==> src/rtl/if_id_stage.sv <==
// IF/ID pipeline register for the 5-stage MIPS core.
// Holds the fetched instruction and its PC and presents the decode fields to ID.
// Also detects load-use hazards, handles branch flush, and keeps saturating
// stall and flush counters for debug.
module if_id_stage #(
  parameter int          CNT_W    = 16,
  parameter logic [31:0] NOP_WORD = 32'h0000_0000
) (
  input  logic             clk,
  input  logic             reset,
  input  logic [31:0]      instr_in,
  input  logic [31:0]      pc_in,
  input  logic             flush_in,
  input  logic             idex_mem_read,
  input  logic [4:0]       idex_rt,
  output logic [31:0]      instr_out,
  output logic [31:0]      pc_out,
  output logic             valid_out,
  output logic [5:0]       opcode_out,
  output logic [4:0]       rs_out,
  output logic [4:0]       rt_out,
  output logic [4:0]       rd_out,
  output logic [5:0]       funct_out,
  output logic [31:0]      imm_sext_out,
  output logic             stall_out,
  output logic [CNT_W-1:0] stall_count,
  output logic [CNT_W-1:0] flush_count
);

  localparam logic [CNT_W-1:0] CNT_ONE = {{(CNT_W-1){1'b0}}, 1'b1};

  // Increment that sticks at all-ones, so a long debug run never wraps to zero
  function automatic logic [CNT_W-1:0] sat_inc(input logic [CNT_W-1:0] v);
    return (&v) ? v : v + CNT_ONE;
  endfunction

  // Opcodes that read rt as a source; all others write rt instead
  function automatic logic reads_rt(input logic [5:0] op);
    case (op)
      6'h00, 6'h04, 6'h05, 6'h2B: return 1'b1;
      default:                    return 1'b0;
    endcase
  endfunction

  logic [31:0]        instr_p1;
  logic [31:0]        pc_p1;
  logic               vld_p1;
  logic [CNT_W-1:0]   stall_cnt_p1;
  logic [CNT_W-1:0]   flush_cnt_p1;
  logic signed [15:0] imm_p1;
  logic signed [31:0] imm_sext_p1;
  logic               uses_rt;
  logic               hazard;

  // ---- IF -> ID boundary: flush beats stall, stall beats normal capture ----
  // Pipeline register and debug counters
  always_ff @(posedge clk) begin
    if (reset) begin
      instr_p1     <= NOP_WORD;
      pc_p1        <= 32'd0;
      vld_p1       <= 1'b0;
      stall_cnt_p1 <= '0;
      flush_cnt_p1 <= '0;
    end else if (flush_in) begin
      instr_p1     <= NOP_WORD;
      pc_p1        <= 32'd0;
      vld_p1       <= 1'b0;
      flush_cnt_p1 <= sat_inc(flush_cnt_p1);
    end else if (hazard) begin
      stall_cnt_p1 <= sat_inc(stall_cnt_p1);
    end else begin
      instr_p1     <= instr_in;
      pc_p1        <= pc_in;
      vld_p1       <= 1'b1;
    end
  end

  // ---- ID-side decode: pure slices of the registered word, no added latency ----
  assign imm_p1      = signed'(instr_p1[15:0]);
  assign imm_sext_p1 = 32'(imm_p1);
  assign uses_rt     = reads_rt(instr_p1[31:26]);

  // Load-use hazard against the load sitting in ID/EX; $0 and bubbles never stall
  always_comb begin
    hazard = 1'b0;
    if (vld_p1 && !flush_in && idex_mem_read && (idex_rt != 5'd0))
      hazard = (idex_rt == instr_p1[25:21]) ||
               (uses_rt && (idex_rt == instr_p1[20:16]));
  end

  assign instr_out    = instr_p1;
  assign pc_out       = pc_p1;
  assign valid_out    = vld_p1;
  assign opcode_out   = instr_p1[31:26];
  assign rs_out       = instr_p1[25:21];
  assign rt_out       = instr_p1[20:16];
  assign rd_out       = instr_p1[15:11];
  assign funct_out    = instr_p1[5:0];
  assign imm_sext_out = imm_sext_p1;
  assign stall_out    = hazard;
  assign stall_count  = stall_cnt_p1;
  assign flush_count  = flush_cnt_p1;

endmodule

==> config.mk <==
export PLATFORM = sky130hd
export DESIGN_NAME = if_id_stage
export DESIGN_NICKNAME = d
export VERILOG_FILES = /design/src/rtl/if_id_stage.sv
export SDC_FILE = /design/constraint.sdc
export NUM_CORES = 1
export LEC_CHECK = 0
export CORE_UTILIZATION = 43
export DETAILED_ROUTE_END_ITERATION = 10
export GPL_TIMING_DRIVEN = 0
export PLACE_DENSITY = 0.86
export SYNTH_ARGS = -nofsm -noshare
export SYNTH_HDL_FRONTEND = slang
export SYNTH_SLANG_ARGS = --single-unit
==> constraint.sdc <==
create_clock -name clk -period 4.4 [get_ports clk]
set_input_delay 1.1 -clock clk [delete_from_list [all_inputs] [get_ports clk]]
set_output_delay 1.1 -clock clk [all_outputs]
set_load 0.05 [all_outputs]
==> run summary <==
The internal power summed over all cells was 1348 uW; the share of flip-flops with an asynchronous set or reset was 0%. The run finished with clean final reports. The worst setup slack after layout is 0.1826 ns. The worst pin sits at a relative slew slack of 52.90%. Clock-pin slew was measured on the worst setup and hold paths at 0.10 ns.

The maximum achievable frequency is 0.2371 GHz, and the placeable core region is 9864 um^2. The logs give 205 for the violation count after the first detailed-route iteration and 44.67% for the starting density of the core. The area share of the leading cell type in the synthesized netlist works out to 44.07%. The clock tree root buffer cell is sky130_fd_sc_hd__clkbuf_8. The most frequently used flop master after synthesis was sky130_fd_sc_hd__dfxtp_1. The total via count in the routed design was 4441; the count of buffering cells on the critical path with inverters included was 4. The run gives 3.12 ns as the data arrival at the endpoint of the critical path.

The placer congestion estimate is 0.8249. The post-synthesis cell count was 538; the post-layout minimum cycle time was 4.217 ns. The multi-input combinational cells in the finished layout cover a total of 1889 um^2. For this design the static power due to leakage is 0.002802 uW. On the final layout, the worst clock skew is 0.01437 ns. The dominant cell by count in the synthesized netlist was sky130_fd_sc_hd__nand2_1. After synthesis the netlist holds a flip-flop and latch count of 97. Entering global routing, the biggest net connects 21 pins. TritonCTS created 9 clock buffers. The startpoint type of the worst setup path is a primary input. In this run, synthesis inferred 0 flip-flops with an integrated enable. The total overflow reported by the global router came out at 0. STA classifies the critical path endpoint as a primary output. The portion of the clock cycle consumed by the worst path in the final layout came out at 95.85%.

The final routed DRC violation total came out at 0. The number of global-route vias before repair was 4070. After the last flow step, the layout net total stands at 851.

In this run the tool buffered the top-level ports with 228 buffer cells. The share of power burned in the clock network came out at 30.0%. After synthesis, the cell types taking the most area are sky130_fd_sc_hd__dfxtp_1 (44%), sky130_fd_sc_hd__nand2_1 (12%), sky130_fd_sc_hd__buf_4 (10%), sky130_fd_sc_hd__a21oi_1 (8.1%), sky130_fd_sc_hd__xor2_1 (3.6%). OpenSTA, run right after detailed placement, puts the worst setup slack at -0.6622 ns. The area occupied by registers is 1942 um^2. The fill cell total of the finished layout was 755. The combinational power share is 22.1%, and the ratio of total power to cell area is 275.1 nW/um^2. The die covers 10660 um^2.

The biggest area contributor in the post-synthesis netlist is sky130_fd_sc_hd__dfxtp_1. The routed wire length per instance came out at 14.19 um. The number of maximum-capacitance constraint violations was 0. In this run the core area contains 36 standard-cell rows. The post-route netlist has 11.92% of its cells at a drive strength greater than 1.

The tools report the post-synthesis instance area as 4407 um^2. TritonCTS built the clock tree. STA puts the critical path data required time at 3.30 ns.

For the number of nets in the synthesized netlist, the log shows 613. The run gives 0.1957 mV as the highest ir drop seen on vdd. The later pin in the worst-skew pair is clocked with a latency of 0.35 ns. In this run, flip-flops and latches consume 47.9% of the power. The final number of max-transition violations is 0.

At the pin with the least slew margin, the transition time is 0.6887 ns. In the routed layout, each cell is associated on average with a via count of 4.864. Walking the worst path, the cells encountered are clkdlybuf4s50_1 > xor2_1 > nor4_2 > nand4_4 > and2_1 > buf_6 > clkinv_2 > buf_4. The final hold violation count is 0.

For this run, the detailed router's first-pass iteration total came to 4. Counting every sink on the clock net gives 97. The largest buffer count on any clock path is 2.

On the worst path, the slowest cell contributes a delay of 0.47 ns. In the synthesized netlist, the cells that appear most often are sky130_fd_sc_hd__nand2_1 (138), sky130_fd_sc_hd__dfxtp_1 (97), sky130_fd_sc_hd__a21oi_1 (71). The clock tree synthesis step divided the H-tree into 3 levels. For the number of unique standard cell types used by synthesis, the log shows 46. Setup repair after global routing left no endpoint under its margin. The die height is 103.2 um, and the number of warning messages in the yosys log is 0. For this block, the routed nets add up to 12960 um of wire. Highest-delay cell along the critical path: sky130_fd_sc_hd__clkdlybuf4s50_1. The worst setup path is of the primary input to primary output kind. The floorplan step set the die width to 103.2 um. In this run the worst path has a maximum fanout of 16.

Setup violations remaining at the end of the flow were counted as 0. The run gives 0 as the initial antenna violation count. The area overhead of the layout relative to synthesis was 59.97%. Summed over all nets, the half-perimeter wirelength after detailed placement is 10170 um.

For the overall power after layout, the log shows 1939 uW. The analysis attributes to net switching a power of 591.8 uW. The mean instance size in the synthesized netlist is 8.191 um^2, and the number of antenna repair diodes is 0.

Cell family contributing the most delay on the critical path: buffers and inverters. Of the total power, the share spent switching nets is 30.52%. Once detail routing completed, the nets flagged for antenna violations numbered 0. The kind of path behind the tightest hold check was flop to flop. The first global-routing pass estimated 19510 um of wire. The overall routing resource usage was 23.77%.

The run gives 230 as the top-level port count. The sequential element share of the synthesized area came out at 44.07%.
registers in the layout, indices dropped and copies added (netlist names):
name,flops
instr_out,32
flush_count,16
pc_out,32
valid_out,1
stall_count,16
stage by stage:
step | std cells | TNS (ns) | utilization (%) | cell area, um^2 | hold slack (ns)
2_1_floorplan | 538 | 0 | - | 4407 | 0.6712
3_3_place_gp | 899 | -0.6088 | 69.50 | 6855 | 0.4416
3_5_place_dp | 899 | -0.6622 | 69.50 | 6855 | 0.4488
4_1_cts | 913 | 0 | 71.45 | 7048 | 0.4613
5_1_grt | 913 | 0 | 71.46 | 7049 | 0.4815
6_report | 913 | 0 | 71.46 | 7049 | 0.4603
path summary, 6_finish.rpt:
check | slack [ns] | start | to | cells after the start
worst min-delay path | 0.46 | pc_out[31]$_SDFFE_PP0N_ | pc_out[31]$_SDFFE_PP0N_ | 2
worst max register to register | 1.93 | instr_out[31]$_SDFFE_PP0N_ | pc_out[8]$_SDFFE_PP0N_ | 10
worst max-delay path | 0.18 | idex_rt[4] | stall_out | 8
worst min register to register | 0.46 | pc_out[31]$_SDFFE_PP0N_ | pc_out[31]$_SDFFE_PP0N_ | 2
layer usage:
metal  wire, um  track usage [%]  vias to the layer above
li1           -                -                     2189
met1       5099            27.18                     2075
met2       6834            43.54                      161
met3        796            5.309                       16
met4        226            8.342                        0
met5          0                0                        -
kinds of logic (layout without fill, tap and decap cells):
family	Yosys count	count (layout)	synth area share, %
mux	7	7	1.959
compound gates	85	85	10.87
xor+xnor	30	30	5.962
simple gates	225	225	23.31
buf+inv	92	334	13.26
fa+ha+maj	2	2	0.5678
flops	97	97	44.07
power groups by stage:
stage / combinational (uW) / sequential (uW) / clock [uW]
after floorplan: 165 / 1040 / 0
after global placement: 423 / 948 / 0
after detailed placement: 428 / 949 / 0
after CTS: 431 / 929 / 593
after global routing: 450 / 933 / 628
final: 429 / 929 / 582
cells in the final DEF, fill, tap and decap left out, types with 4 or more instances in the layout:
master and count:
sky130_fd_sc_hd__and4_1 5, sky130_fd_sc_hd__buf_2 4, sky130_fd_sc_hd__a21oi_1 71, sky130_fd_sc_hd__clkbuf_8 9, sky130_fd_sc_hd__nand3_1 9, sky130_fd_sc_hd__inv_1 4, sky130_fd_sc_hd__buf_1 5, sky130_fd_sc_hd__and3_1 6
sky130_fd_sc_hd__nor2b_1 4, sky130_fd_sc_hd__buf_4 61, sky130_fd_sc_hd__clkdlybuf4s50_1 227, sky130_fd_sc_hd__xor2_1 18, sky130_fd_sc_hd__xnor2_1 12, sky130_fd_sc_hd__nor3_1 4, sky130_fd_sc_hd__nor2_1 32, sky130_fd_sc_hd__clkbuf_1 16
sky130_fd_sc_hd__nand4_1 8, sky130_fd_sc_hd__dfxtp_1 97, sky130_fd_sc_hd__nand2_1 138, sky130_fd_sc_hd__a211oi_1 5
layout make-up:
class,count,share of cell area [%]
clock inverters,6,0.9585
clock buffers,9,1.757
inverters,5,0.2840
plain buffers,86,7.952
flip-flops and latches,97,27.55
multi-input cells,349,26.80
repair buffers,228,32.34
well taps,133,2.361
what timing repair did:
item / 4_1_cts / 5_1_grt
hold buffers: 0 / 0
setup buffers: 0 / 0
resized for setup: 7 / 1
endpoints found under the setup margin: 1 / 1
worst register-to-register path, cell delays in order, from the launching register on:
cell	delay (ns)
sky130_fd_sc_hd__dfxtp_1	0.39
sky130_fd_sc_hd__or3_4	0.42
sky130_fd_sc_hd__mux2i_4	0.17
sky130_fd_sc_hd__nand4_4	0.19
sky130_fd_sc_hd__and2_1	0.21
sky130_fd_sc_hd__buf_6	0.13
sky130_fd_sc_hd__clkinv_2	0.18
sky130_fd_sc_hd__buf_4	0.24
sky130_fd_sc_hd__buf_2	0.23
sky130_fd_sc_hd__nand2_1	0.08
sky130_fd_sc_hd__a21oi_1	0.15
Power figures use the tool's default switching activity.
